===== config.mk =====
export PLATFORM = sky130hd
export DESIGN_NAME = bit_serializer_flat
export DESIGN_NICKNAME = d
export VERILOG_FILES = /design/src/rtl/bit_serializer_pkg.sv /design/src/rtl/bit_serializer_if.sv /design/src/rtl/bit_serializer.sv /design/src/flat_wrapper.sv
export SDC_FILE = /design/constraint.sdc
export NUM_CORES = 1
export LEC_CHECK = 0
export BUFFER_PORTS_ARGS = -buffer_cell sky130_fd_sc_hd__buf_4
export CORE_AREA = 2 2 39 41
export CTS_CLUSTER_DIAMETER = 120
export DETAILED_ROUTE_END_ITERATION = 10
export DIE_AREA = 0 0 41 43
export HOLD_SLACK_MARGIN = 0.08
export MAX_ROUTING_LAYER = met4
export PLACE_DENSITY = 0.75
export SLEW_MARGIN = 20
export SYNTH_ARGS = -nofsm -noshare
export SYNTH_HDL_FRONTEND = slang
export SYNTH_SLANG_ARGS = --single-unit

===== constraint.sdc =====
create_clock -name clk -period 2.05 [get_ports clk]
set_input_delay 0.615 -clock clk [delete_from_list [all_inputs] [get_ports clk]]
set_output_delay 0.615 -clock clk [all_outputs]
set_load 0.005 [all_outputs]

===== src/rtl/bit_serializer_pkg.sv =====
// rtl/bit_serializer_pkg.sv - shared types and limits for the serializer and detector
package serial_pkg;

    // Legal parameter range for the serializer.
    localparam int WIDTH_MIN = 2;
    localparam int GAP_MAX   = 15;

    // Serializer FSM states.
    typedef enum logic [1:0] {
        S_IDLE  = 2'd0,
        S_SHIFT = 2'd1,
        S_GAP   = 2'd2
    } state_t;

    // Downstream bit-sequence detector states (1001 pattern tracker).
    typedef enum logic [2:0] {
        D_IDLE  = 3'd0,
        D_S1    = 3'd1,
        D_S10   = 3'd2,
        D_S100  = 3'd3,
        D_S1001 = 3'd4
    } det_state_t;

    // Bits needed to hold a counter that counts down from n-1; never below 1.
    function automatic int cnt_bits(input int n);
        return (n <= 2) ? 1 : $clog2(n);
    endfunction

endpackage


===== src/rtl/bit_serializer_if.sv =====
// rtl/bit_serializer_if.sv - word input handshake and serial bit output bundle
interface bit_serializer_if #(
    parameter int WIDTH = 8
);
    logic [WIDTH-1:0] data_i;
    logic             valid_i;
    logic             ready_o;
    logic             bit_o;
    logic             bit_valid_o;
    logic             last_o;
    logic             busy_o;

    // Word producer side.
    modport master (
        output data_i,
        output valid_i,
        input  ready_o,
        input  bit_o,
        input  bit_valid_o,
        input  last_o,
        input  busy_o
    );

    // Serializer side.
    modport slave (
        input  data_i,
        input  valid_i,
        output ready_o,
        output bit_o,
        output bit_valid_o,
        output last_o,
        output busy_o
    );
endinterface


===== src/rtl/bit_serializer.sv =====
// rtl/bit_serializer.sv - parallel word to one-bit-per-clock serializer with optional idle gap
module bit_serializer
    import serial_pkg::*;
#(
    parameter int WIDTH     = 8,
    parameter int MSB_FIRST = 1,
    parameter int GAP       = 0
) (
    input  logic           clk,
    input  logic           rst_n,
    bit_serializer_if.slave sif
);

    localparam int BW = cnt_bits(WIDTH);
    localparam int GW = (GAP == 0) ? 1 : $clog2(GAP + 1);

    localparam logic [BW-1:0] BCNT_LOAD = BW'(WIDTH - 1);
    localparam logic [GW-1:0] GCNT_LOAD = (GAP > 0) ? GW'(GAP - 1) : '0;

    // Reject configurations the counters and FSM are not built for.
    if (WIDTH < WIDTH_MIN || GAP > GAP_MAX) begin : g_param_check
        $error("bit_serializer: WIDTH must be >= 2 and GAP must be 0..15");
    end

    state_t           state_q;
    state_t           state_d;
    logic [WIDTH-1:0] shreg_q;
    logic [WIDTH-1:0] shreg_shifted;
    logic [BW-1:0]    bcnt_q;
    logic [GW-1:0]    gcnt_q;
    logic             out_bit;
    logic             bit_last;
    logic             ready;
    logic             accept;

    // The output end of the shift register and the shift direction toward it.
    if (MSB_FIRST != 0) begin : g_msb
        assign out_bit       = shreg_q[WIDTH-1];
        assign shreg_shifted = {shreg_q[WIDTH-2:0], 1'b0};
    end else begin : g_lsb
        assign out_bit       = shreg_q[0];
        assign shreg_shifted = {1'b0, shreg_q[WIDTH-1:1]};
    end

    assign bit_last = (state_q == S_SHIFT) && (bcnt_q == '0);
    assign accept   = sif.valid_i && ready;

    // State, shift register and counters; reset discards any partial word.
    always_ff @(posedge clk or negedge rst_n) begin
        if (!rst_n) begin
            state_q <= S_IDLE;
            shreg_q <= '0;
            bcnt_q  <= '0;
            gcnt_q  <= '0;
        end else begin
            state_q <= state_d;
            unique case (state_q)
                S_IDLE: begin
                    if (accept) begin
                        shreg_q <= sif.data_i;
                        bcnt_q  <= BCNT_LOAD;
                    end
                end
                S_SHIFT: begin
                    if (bcnt_q == '0) begin
                        if (accept) begin
                            shreg_q <= sif.data_i;
                            bcnt_q  <= BCNT_LOAD;
                        end else begin
                            shreg_q <= '0;
                            gcnt_q  <= GCNT_LOAD;
                        end
                    end else begin
                        shreg_q <= shreg_shifted;
                        bcnt_q  <= bcnt_q - 1'b1;
                    end
                end
                S_GAP: begin
                    if (gcnt_q != '0) begin
                        gcnt_q <= gcnt_q - 1'b1;
                    end
                end
                default: ;
            endcase
        end
    end

    // Next-state selection; a last bit with an accept chains straight into the next word.
    always_comb begin
        state_d = state_q;
        unique case (state_q)
            S_IDLE: begin
                if (accept) begin
                    state_d = S_SHIFT;
                end
            end
            S_SHIFT: begin
                if (bcnt_q == '0) begin
                    if (accept) begin
                        state_d = S_SHIFT;
                    end else if (GAP > 0) begin
                        state_d = S_GAP;
                    end else begin
                        state_d = S_IDLE;
                    end
                end
            end
            S_GAP: begin
                if (gcnt_q == '0) begin
                    state_d = S_IDLE;
                end
            end
            default: state_d = S_IDLE;
        endcase
    end

    // Outputs decoded purely from registered state and counters.
    always_comb begin
        ready           = 1'b0;
        sif.bit_o       = 1'b0;
        sif.bit_valid_o = 1'b0;
        sif.last_o      = 1'b0;
        sif.busy_o      = 1'b0;
        unique case (state_q)
            S_IDLE: begin
                ready = 1'b1;
            end
            S_SHIFT: begin
                sif.busy_o      = 1'b1;
                sif.bit_valid_o = 1'b1;
                sif.bit_o       = out_bit;
                sif.last_o      = bit_last;
                ready           = bit_last && (GAP == 0);
            end
            S_GAP: begin
                sif.busy_o = 1'b1;
            end
            default: ;
        endcase
        sif.ready_o = ready;
    end

endmodule


===== src/flat_wrapper.sv =====
// flat-port wrapper written by rule: the top's interface ports become plain ports
module bit_serializer_flat import serial_pkg::*;
#(
    parameter int WIDTH     = 8,
    parameter int MSB_FIRST = 1,
    parameter int GAP       = 0
)
  (clk, rst_n, sif_data_i, sif_valid_i, sif_ready_o, sif_bit_o, sif_bit_valid_o, sif_last_o, sif_busy_o);
  bit_serializer_if #(.WIDTH(WIDTH)) sif_i ();
  input  logic clk;
  input  logic rst_n;
  input wire logic [$bits(sif_i.data_i)-1:0] sif_data_i;
  input wire logic [$bits(sif_i.valid_i)-1:0] sif_valid_i;
  output wire logic [$bits(sif_i.ready_o)-1:0] sif_ready_o;
  output wire logic [$bits(sif_i.bit_o)-1:0] sif_bit_o;
  output wire logic [$bits(sif_i.bit_valid_o)-1:0] sif_bit_valid_o;
  output wire logic [$bits(sif_i.last_o)-1:0] sif_last_o;
  output wire logic [$bits(sif_i.busy_o)-1:0] sif_busy_o;
  assign sif_i.data_i = sif_data_i;
  assign sif_i.valid_i = sif_valid_i;
  assign sif_ready_o = sif_i.ready_o;
  assign sif_bit_o = sif_i.bit_o;
  assign sif_bit_valid_o = sif_i.bit_valid_o;
  assign sif_last_o = sif_i.last_o;
  assign sif_busy_o = sif_i.busy_o;
  bit_serializer #(.WIDTH(WIDTH), .MSB_FIRST(MSB_FIRST), .GAP(GAP)) u_core (.clk(clk), .rst_n(rst_n), .sif(sif_i));
endmodule

==> results.toml, run 1 <==
[timing]
final_hold_viol_count = 0
fin_crit_sh_pct = 95.6
rsz0062_at_grt = "no"
fin_setup_tns_ns = 0
finalWorstSetupSlack_ns = 0.0910
tightestPinTransition_ns = 0.501
finalSetupViolations = 0
skew_ns = 0.00260
max_freq_mhz = 510
slew_headroom_pct = 66.5
min_period_ns = 1.96
drv_slew = 0

[power_and_ir_drop]
irDropWorstVdd_mv = 0.724
p_leak_nw = 0.373
cellPowerDensity_nw_per_um2 = 1250

[detailed_routing]
drtAntennaViolNets = 0
wl_mm = 1.29
firstDrtPassIters = 4
route.detailed.drc = 0
drt_iter0_drc = 11
vias = 513
via_per_inst = 5.64
wl_per_cell_um = 14.2

[synthesis]
ys.flop_type = "dfrtp_1"
yosysSeqAreaShare_pct = 49.4
synth.area.top_cells = "dfrtp_1, a221o_1, a21oi_1, nand2_1, ha_1"
synth_xor_area_share_pct = 0
synth-adder-area-share_pct = 4.12
synth_async_sr_flop_share_pct = 100
ys_ff_latch = 12
netlist_area_um2 = 608
yosysTopAreaCell = "dfrtp_1"
netlist.area_leader.share_pct = 49.4
ys_types = 22
synthCells = 59
synth_commonest_cells = "dfrtp_1, a21oi_1, a221o_1, nand2_1, inv_1"
syn_avg_cell_area_um2 = 10.3
synth.most_common_cell = "dfrtp_1"
yosys_warnings = 0
synth_top_family_by_area = "compound AO/OA/AOI/OAI gates"
synth-compound-area-share_pct = 24.5
synth_edf_count = 0
syn_nets = 72
synth_mux_area_share_pct = 0
yosys.area_share.simple_pct = 14.2

[worst_setup_path]
critPathKind = "register to primary output"
worst_setup_path_end_kind = "primary output"
required_ns = 1.43
r2r_cells = 6
worstPathArrival_ns = 1.34
worst_setup_path_start_kind = "register"
cp_max_fo = 11
r2r_setup_slack_ns = 0.51

[global_route]
grt.overflow.total = 0
antenna_found_initial = 0
grt_first_pass_wirelength_mm = 2.18
first_global_vias = 502
grt_usage_pct = 19.3
grt_max_degree = 14

[worst_hold_path]
hold_class = "input pin to async pin"

[die]
die_area_um2 = 1760
die_y_um = 43
std_cell_rows = 14
initial_core_util_pct = 43.9
design.core.area_um2 = 1380
pin_count = 16
die_x_um = 41

[clock_tree]
cts_buffers = 3
h-tree-depth = 1
clock_latency_ns = 0.27
clk_path_buf_depth = 2
root_buffer = "clkbuf_4"
clk_pin_slew_worst_paths_ns = 0.07
cts_sinks = 12
hold_buffers = 0
tritoncts = "yes"

[placement]
pre_cts_slack_ns = 0.231
hpwl_um = 857
io_buffers = 15
globalplace.congestion = 0.754

[cells_and_area]
n_antenna_cell = 0
drive_gt1_share_pct = 36.0
syn_to_final_growth_pct = 25.9
fillCellCount = 136
nNetsFinal = 90

[status]
status = "finished, final reports clean"

[job]
drv_cap = 0
stage by stage:
| stage | hold WS (ns) | power, mW | util [%] | instance area [um^2] | instances |
|---|---|---|---|---|---|
| 5_1_grt | 0.166 | 1.03 | 55.3 | 766 | 91 |
| 6_report | 0.167 | 0.958 | 55.3 | 766 | 91 |
| 2_1_floorplan | 0.319 | 0.654 | - | 608 | 59 |
| 3_5_place_dp | 0.462 | 0.751 | 51.7 | 716 | 86 |
| 3_3_place_gp | 0.461 | 0.739 | 51.7 | 716 | 86 |
| 4_1_cts | 0.163 | 0.914 | 54.1 | 748 | 90 |
sequential cells by signal, indices dropped and copies added, names as in the netlist:
| signal | count |
|---|---|
| u_core.bcnt_q | 3 |
| u_core.shreg_q | 8 |
| u_core.state_q | 1 |
cell usage in the layout, fill, tap and decap left out:
| cell | Yosys | final |
|---|---|---|
| buf_4 | 1 | 18 |
| dfrtp_1 | 12 | 12 |
| a21oi_1 | 9 | 9 |
| nand2_1 | 7 | 7 |
| a221o_1 | 7 | 7 |
| inv_2 | 1 | 3 |
| clkbuf_4 | 0 | 3 |
| nor2_1 | 2 | 2 |
| a211oi_1 | 2 | 2 |
| inv_1 | 3 | 1 |
| nand2b_4 | 1 | 1 |
| and2_4 | 1 | 1 |
| and2_1 | 1 | 1 |
| nor4_1 | 1 | 1 |
| nor2b_1 | 1 | 1 |
| nor3_1 | 1 | 1 |
| a311oi_1 | 1 | 1 |
| a32o_1 | 1 | 1 |
| nand2b_1 | 1 | 1 |
| ha_4 | 0 | 1 |
| ha_1 | 2 | 1 |
final cells by class:
cell class | count | area (um^2) | area share, %
multi-input combinational | 38 | 273 | 35.6
timing repair buffer | 18 | 135 | 17.6
clock buffer | 3 | 22.5 | 2.94
tap | 16 | 20.0 | 2.61
inverter | 4 | 15.0 | 1.96
sequential | 12 | 300 | 39.2
kinds of logic after synthesis:
| kind of cell | after synthesis |
|---|---|
| buffers and inverters | 9 |
| adders and majority gates | 2 |
| and+or+nand+nor | 16 |
| DFF | 12 |
| AOI/OAI and AO/OA | 20 |
worst max-delay path, stage by stage, from the launching register on:
cell and delay [ns]:
dfrtp_1 0.39, inv_2 0.08, ha_4 0.15, nand2b_4 0.10, and2_4 0.18, inv_2 0.06, buf_4 0.10
routing by layer:
metal	up-vias	share of wire [%]	global-route usage, %
li1	245	-	-
met1	249	43	25.0
met2	17	51	25.9
met3	2	5.3	6.28
met4	0	0.62	10.0
met5	-	0	-
worst paths after layout:
kind	from	end
setup / recovery	u_core.bcnt_q[0]	sif_ready_o
setup reg to reg	u_core.bcnt_q[0]	u_core.shreg_q[6]
max in group asynchronous	rst_n	u_core.shreg_q[2]
min in group clk	u_core.shreg_q[0]	u_core.shreg_q[0]
hold reg to reg	u_core.shreg_q[0]	u_core.shreg_q[0]
hold / removal	rst_n	u_core.shreg_q[7]
report_power, final:
group	switching (mW)	internal, mW	leakage (nW)
logic	0.188	0.231	0.208
registers	0.0706	0.326	0.151
clock network	0.0732	0.0680	0.0138
total	0.332	0.625	0.373
what timing repair did:
| item | CTS | global route |
|---|---|---|
| hold endpoints to repair | 0 | 0 |
| pin swaps | 0 | 0 |
| setup buffers | 1 | 1 |
| gates resized for setup | 1 | 3 |
| setup endpoints to repair | 1 | 1 |
(Power assumes the default switching activity.)
==> run 2, diff against run 1 <==
--- a/config.mk
+++ b/config.mk
@@ -13,6 +13,7 @@
 export HOLD_SLACK_MARGIN = 0.08
 export MAX_ROUTING_LAYER = met4
 export PLACE_DENSITY = 0.75
+export REMOVE_ABC_BUFFERS = 1
 export SLEW_MARGIN = 20
 export SYNTH_ARGS = -nofsm -noshare
 export SYNTH_HDL_FRONTEND = slang
==> results.toml, run 2 (synthesis results as in run 1) <==
[detailed_routing]
route.detailed.drc = 0
drtAntennaViolNets = 0
wl_per_cell_um = 13.4
firstDrtPassIters = 4
drt_iter0_drc = 13
vias = 527
via_per_inst = 5.61
wl_mm = 1.26

[placement]
hpwl_um = 908
dp_cells = 86
io_buffers = 15
globalplace.congestion = 0.744

[job]
drv_cap = 0

[worst_setup_path]
worst_setup_path_start_kind = "register"
r2r_start = "u_core.bcnt_q[0]"
r2r-end = "u_core.shreg_q[2]"
cp_slowest_stage_delay_ns = 0.41
path_common_cell = "inv_2"
worst_setup_path_end_kind = "primary output"
r2r_cells = 6
crit_start = "u_core.bcnt_q[0]"
critPathSlowestCell = "dfrtp_1"
r2r_setup_slack_ns = 0.53
worstPathArrival_ns = 1.33
crit_family = "flip-flops"
cp_max_fo = 6
critPathKind = "register to primary output"
cp_cell_sequence = "inv_2 -> ha_4 -> nand2b_4 -> and2_4 -> inv_2 -> buf_4"
crit_buf_inv = 3
required_ns = 1.43

[global_route]
grt.overflow.total = 0
antenna_found_initial = 0
grt_first_pass_wirelength_mm = 2.06
grt_max_degree = 14
grt_usage_pct = 17.8
first_global_vias = 446

[timing]
finalSetupViolations = 0
final_hold_viol_count = 0
skew_ns = 0.00178
rsz0062_at_grt = "no"
min_period_ns = 1.95
drv_slew = 0
fin_crit_sh_pct = 95.0
fin_setup_tns_ns = 0
tightestPinTransition_ns = 0.497
slew_headroom_pct = 66.7
max_freq_mhz = 513

[die]
design.core.area_um2 = 1380
die_y_um = 43
die_area_um2 = 1760
pin_count = 16
initial_core_util_pct = 43.9
std_cell_rows = 14
die_x_um = 41

[cells_and_area]
final_common_cell = "buf_4"
syn_to_final_growth_pct = 29.6
drive_gt1_share_pct = 38.5
nNetsFinal = 93
instances_no_fill = 94
largest_reg_flops = 8
largest_register = "u_core.shreg_q"
n_antenna_cell = 0
reg_top3 = "u_core.shreg_q: 8 flops, u_core.bcnt_q: 3 flops, u_core.state_q: 1 flops"
fillCellCount = 119
layout_common_cells = "buf_4, dfrtp_1, a21oi_1"

[power_and_ir_drop]
p_total_mw = 0.978
power_frac_seq_pct = 40.9
comb_power_share_pct = 44.4
switchingPower_mw = 0.341
intPower_mw = 0.636
p_clk_share_pct = 14.7
cellPowerDensity_nw_per_um2 = 1240
p_leak_nw = 0.385
netSwitchingFraction_pct = 34.9
irDropWorstVdd_mv = 0.682

[clock_tree]
tritoncts = "yes"
clock_latency_ns = 0.27
hold_buffers = 0
root_buffer = "clkbuf_4"
h-tree-depth = 1
clk_path_buf_depth = 2
cts_buffers = 3
clk_pin_slew_worst_paths_ns = 0.07
cts_sinks = 12

[status]
status = "finished, final reports clean"

[worst_hold_path]
hold_class = "input pin to async pin"
==> run 2: cell count changes in the layout (fill, tap and decap cells not counted) <==
cell and change:
buf_4 +3
==> run 2: cell type report <==
| class | count | area [um^2] | area share (%) |
|---|---|---|---|
| clock buffer | 3 | 22.5 | 2.86 |
| multi-input combinational | 38 | 273 | 34.6 |
| tap | 16 | 20.0 | 2.54 |
| sequential | 12 | 300 | 38.1 |
| timing repair buffer | 21 | 158 | 20.0 |
| inverter | 4 | 15.0 | 1.90 |
==> run 2: per-stage QoR <==
step	util (%)	hold slack (ns)	setup WS [ns]	area [um^2]
final	57.0	0.169	0.101	788
after global routing	57.0	0.164	0.0406	788
after CTS	54.1	0.171	0.00605	748
after detailed placement	51.7	0.462	0.210	716
after global placement	51.7	0.461	0.257	716
after floorplan	-	0.319	0.418	576
==> run 2: repair_timing <==
action                     CTS  global route
setup endpoints to repair    1             1
pin swaps                    0             0
setup buffers                1             4
gates resized for setup      1             3
==> run 2: how the worst max path moves through the flow <==
stage / slack [ns] / endpoint / depth (start not counted)
after floorplan: 0.42 / sif_ready_o / 5
after global placement: 0.26 / sif_ready_o / 6
after detailed placement: 0.21 / sif_ready_o / 6
after CTS: 0.006 / sif_ready_o / 6
after global routing: 0.04 / sif_ready_o / 6
final: 0.10 / sif_ready_o / 6
==> run 2: power groups by stage <==
| stage | registers [mW] | logic [mW] | clock network, mW |
|---|---|---|---|
| 2_1_floorplan | 0.382 | 0.238 | 0 |
| 3_3_place_gp | 0.394 | 0.346 | 0 |
| 3_5_place_dp | 0.397 | 0.363 | 0 |
| 4_1_cts | 0.393 | 0.380 | 0.146 |
| 5_1_grt | 0.408 | 0.489 | 0.162 |
| 6_report | 0.400 | 0.434 | 0.144 |
==> run 2: routing by layer <==
metal / track usage (%) / vias up / routed length (um)
met1: 23.9 / 260 / 574
met4: 6.00 / 0 / 12
met3: 4.71 / 2 / 48
met5: - / - / 0
li1: - / 252 / -
met2: 25.6 / 13 / 628
